[src/rtl/uart_registro_datos_if.sv]
// rtl/uart_registro_datos_if.sv - write-source and data-out bundle for the UART data register
interface uart_registro_datos_if #(
    parameter int WIDTH = 32
);
    logic [WIDTH-1:0] data_in1;
    logic [WIDTH-1:0] data_in2;
    logic             we1;
    logic             we2;
    logic [WIDTH-1:0] data_out;

    modport master (
        output data_in1,
        output data_in2,
        output we1,
        output we2,
        input  data_out
    );

    modport slave (
        input  data_in1,
        input  data_in2,
        input  we1,
        input  we2,
        output data_out
    );
endinterface

[src/rtl/uart_registro_datos.sv]
// rtl/uart_registro_datos.sv - dual-source 32-bit holding register for the UART datapath
// Source 1 (bus side) wins over source 2 (receive side) when both write on one edge.
module uart_registro_datos #(
    parameter int               WIDTH       = 32,
    parameter logic [WIDTH-1:0] RESET_VALUE = '0
) (
    input  logic                  clk_i,
    input  logic                  reset_i,
    uart_registro_datos_if.slave  bus
);
    logic [WIDTH-1:0] data_q;
    logic [WIDTH-1:0] data_d;

    always_comb begin
        data_d = data_q;
        if (bus.we1) begin
            data_d = bus.data_in1;
        end else if (bus.we2) begin
            data_d = bus.data_in2;
        end
    end

    always_ff @(posedge clk_i or negedge reset_i) begin
        if (!reset_i) begin
            data_q <= RESET_VALUE;
        end else begin
            data_q <= data_d;
        end
    end

    // Output comes straight from the flop so no input ever reaches data_out combinationally.
    assign bus.data_out = data_q;
endmodule

[src/flat_wrapper.sv]
// flat-port wrapper written by rule: the top's interface ports become plain ports
module uart_registro_datos_flat 
#(
    parameter int               WIDTH       = 32,
    parameter logic [WIDTH-1:0] RESET_VALUE = '0
)
  (clk_i, reset_i, bus_data_in1, bus_data_in2, bus_we1, bus_we2, bus_data_out);
  uart_registro_datos_if #(.WIDTH(WIDTH)) bus_i ();
  input  logic clk_i;
  input  logic reset_i;
  input wire logic [$bits(bus_i.data_in1)-1:0] bus_data_in1;
  input wire logic [$bits(bus_i.data_in2)-1:0] bus_data_in2;
  input wire logic [$bits(bus_i.we1)-1:0] bus_we1;
  input wire logic [$bits(bus_i.we2)-1:0] bus_we2;
  output wire logic [$bits(bus_i.data_out)-1:0] bus_data_out;
  assign bus_i.data_in1 = bus_data_in1;
  assign bus_i.data_in2 = bus_data_in2;
  assign bus_i.we1 = bus_we1;
  assign bus_i.we2 = bus_we2;
  assign bus_data_out = bus_i.data_out;
  uart_registro_datos #(.WIDTH(WIDTH), .RESET_VALUE(RESET_VALUE)) u_core (.clk_i(clk_i), .reset_i(reset_i), .bus(bus_i));
endmodule
[config.mk]
export PLATFORM = sky130hd
export DESIGN_NAME = uart_registro_datos_flat
export DESIGN_NICKNAME = d
export VERILOG_FILES = /design/src/rtl/uart_registro_datos_if.sv /design/src/rtl/uart_registro_datos.sv /design/src/flat_wrapper.sv
export SDC_FILE = /design/constraint.sdc
export NUM_CORES = 1
export LEC_CHECK = 0
export ABC_AREA = 1
export CAP_MARGIN = 10
export CORE_ASPECT_RATIO = 0.6
export CORE_MARGIN = 5
export CORE_UTILIZATION = 32
export DETAILED_ROUTE_END_ITERATION = 12
export PLACE_DENSITY = 0.86
export SYNTH_ARGS = -nofsm -noshare
export SYNTH_HDL_FRONTEND = slang
export SYNTH_SLANG_ARGS = --single-unit
export TNS_END_PERCENT = 10
[constraint.sdc]
create_clock -name clk_i -period 0.8 [get_ports clk_i]
set_input_delay 0.16 -clock clk_i [delete_from_list [all_inputs] [get_ports clk_i]]
set_output_delay 0.16 -clock clk_i [all_outputs]
set_load 0.01 [all_outputs]
==> results_dict.tcl <==
set metrics [dict create \
    area_delta_synth_final_pct 76.3 \
    drive_gt1_frac 0.219 \
    crit_type "flop to output pin" \
    fmax_mhz 1030 \
    drv_slew 0 \
    crit_buf_inv 1 \
    max_slew_margin 0.782 \
    start_util 0.329 \
    leakage_uw 0.00125 \
    hold_violations 0 \
    p_sw_frac 0.260 \
    yosysWarningCount 0 \
    clk_path_buf_depth 2 \
    numCtsBuffers 5 \
    cts-root-buf "clkbuf_8" \
    synth.distinct_cells 8 \
    critical_path_required_ps 640 \
    hp-class "input port to async pin" \
    cp_cell_sequence "buf_2" \
    setup_ws_ps -173 \
    largest_reg_flops 32 \
    antenna_found_initial 0 \
    p_total_uw 4220 \
    setup_violations 32 \
    vias 1623 \
    post_drt_wl_per_cell_um 14.5 \
    worstSetupEndpointType "output pin" \
    violations "negative setup slack" \
    insertedDiodeCount 0 \
    holdBufCountCts 0 \
    status "finished, violations left" \
    routed_via_density 4.62 \
    clock_latency_ps 270 \
    p_seq_frac 0.442 \
    cp-start-kind "flop" \
    p_clk_frac 0.297 \
    slowest_delay_ps 390 \
    final_nets 355 \
    grt_first_pass_wirelength_um 8170 \
    combPwrFrac 0.261 \
    multi_input_area_sq_um 599 \
    grt_max_degree 33 \
    clock_sinks 32 \
    dp_hpwl_um 3530 \
    syn_nets 244 \
    cp.arrival_ps 810 \
    fp.dieArea_sq_um 6220 \
    drt_wl_total_um 5110 \
    syn_area_per_cell_sq_um 8.55 \
    period_needed_ps 973 \
    synthCells 176 \
    rsz0062_at_grt "yes" \
    final_cells 351 \
    synth_seq_cells 32 \
    worst_clock_skew_ps 0 \
    numPortBuffers 99 \
    fp.dieW_um 98.5 \
    seqCellArea_sq_um 801 \
    htreeDepth 2 \
    syn_area_sq_um 1500 \
    p_per_area_nw_per_um2 1590 \
    fp.dieH_um 63.1 \
    place_inst 332 \
    rrSetupSlack_ps 30 \
    worst_pin_slew_ps 327 \
    grt.overflow.total 0 \
    ir_drop_uv 782 \
    fin_crit_sh 1.22 \
    drt_iter0_drc 64 \
    crit_fanout 2 \
    cp_top_family "flip-flops" \
    std_cell_rows 19 \
    worst_path_max_delay_cell "dfrtp_1" \
    ant_nets 0 \
    clk_pin_slew_ps 70 \
    p_switching_uw 1100 \
    io_pins 100 \
    yosysSeqAreaShare 0.532 \
    grt_pass1_vias 1627 \
    cts_tree "done" \
    core_area_sq_um 4560 \
    internal-power_uw 3120 \
    gp_congestion 0.804 \
    grtUsageTotal 0.165 \
    nFillCells 424 \
    dr.pass1.iters 6 \
    maxCapViolCount 0 \
    drc 0 \
]
## layer usage
layer  vias to the layer above  share of wire  track usage
li1                        804              -            -
met1                       747           0.45        0.208
met2                        68           0.46        0.264
met3                         4          0.089       0.0728
met4                         0         0.0061       0.0307
met5                         -              0            0
## logic make-up after synthesis
family,share of synthesized area
flip-flops,0.532
AND/OR/NAND/NOR,0.386
buffers and inverters,0.0815
## timing repair
item | in CTS | in global routing
pin swaps | 2 | 0
buffers inserted | 6 | 4
gates resized for setup | 139 | 14
setup endpoints to repair | 64 | 33
cloned | 1 | 0
## power by group through the flow
stage               logic [uW]  registers [uW]  clock network (uW)
floorplan                  296            1950                   0
global placement          1090            1870                   0
detailed placement        1110            1880                   0
CTS                       1030            1850                1290
global route              1200            1880                1360
finish                    1100            1860                1250
## stage by stage
| step | hold slack (ps) | utilization | instance area (sq um) | setup slack, ps | setup TNS, ps |
|---|---|---|---|---|---|
| after detailed placement | 468 | 0.554 | 2530 | -670 | -27780 |
| after global routing | 266 | 0.581 | 2650 | -199 | -5860 |
| final | 255 | 0.581 | 2650 | -173 | -4800 |
| after global placement | 463 | 0.554 | 2530 | -613 | -26410 |
| after CTS | 255 | 0.556 | 2540 | -186 | -5190 |
| after floorplan | -136 | - | 1500 | 67.5 | 0 |
## cells in the mapped netlist
cell | count | area share
buf_6 | 7 | 0.052
nor2_8 | 1 | 0.013
buf_2 | 5 | 0.017
dfrtp_1 | 32 | 0.53
nand2_1 | 64 | 0.16
inv_2 | 1 | 0.0025
nand3_1 | 64 | 0.21
buf_4 | 2 | 0.010
## layout by cell type (no fill, tap or decap)
cell	instances
buf_2	18
clkbuf_8	6
nand3_1	63
dfrtp_1	32
nor2_4	1
inv_4	1
clkbuf_1	2
buf_12	1
nand2_2	1
clkdlybuf4s15_2	2
clkdlybuf4s50_1	65
nand3_2	1
nand2_1	63
buf_4	15
nor2_8	1
buf_6	16
## worst paths after layout
check,startpoint,to,cells past startpoint
max in group asynchronous,reset_i,u_core.bus.data_out[7]$_DFFE_PN0P_,2
hold / removal,reset_i,u_core.bus.data_out[25]$_DFFE_PN0P_,2
hold reg to reg,u_core.bus.data_out[8]$_DFFE_PN0P_,u_core.bus.data_out[8]$_DFFE_PN0P_,2
setup / recovery,u_core.bus.data_out[16]$_DFFE_PN0P_,bus_data_out[16],1
min in group clk_i,bus_data_in1[31],u_core.bus.data_out[31]$_DFFE_PN0P_,3
setup reg to reg,u_core.bus.data_out[3]$_DFFE_PN0P_,u_core.bus.data_out[3]$_DFFE_PN0P_,3
## final cells by class
cell class              count  share of cell area
repair buffers            117               0.406
flip-flops and latches     32               0.302
multi-input cells         130               0.226
clock buffers               8              0.0340
well taps                  63              0.0297
inverters                   1             0.00236
Power figures use the tool's default switching activity.
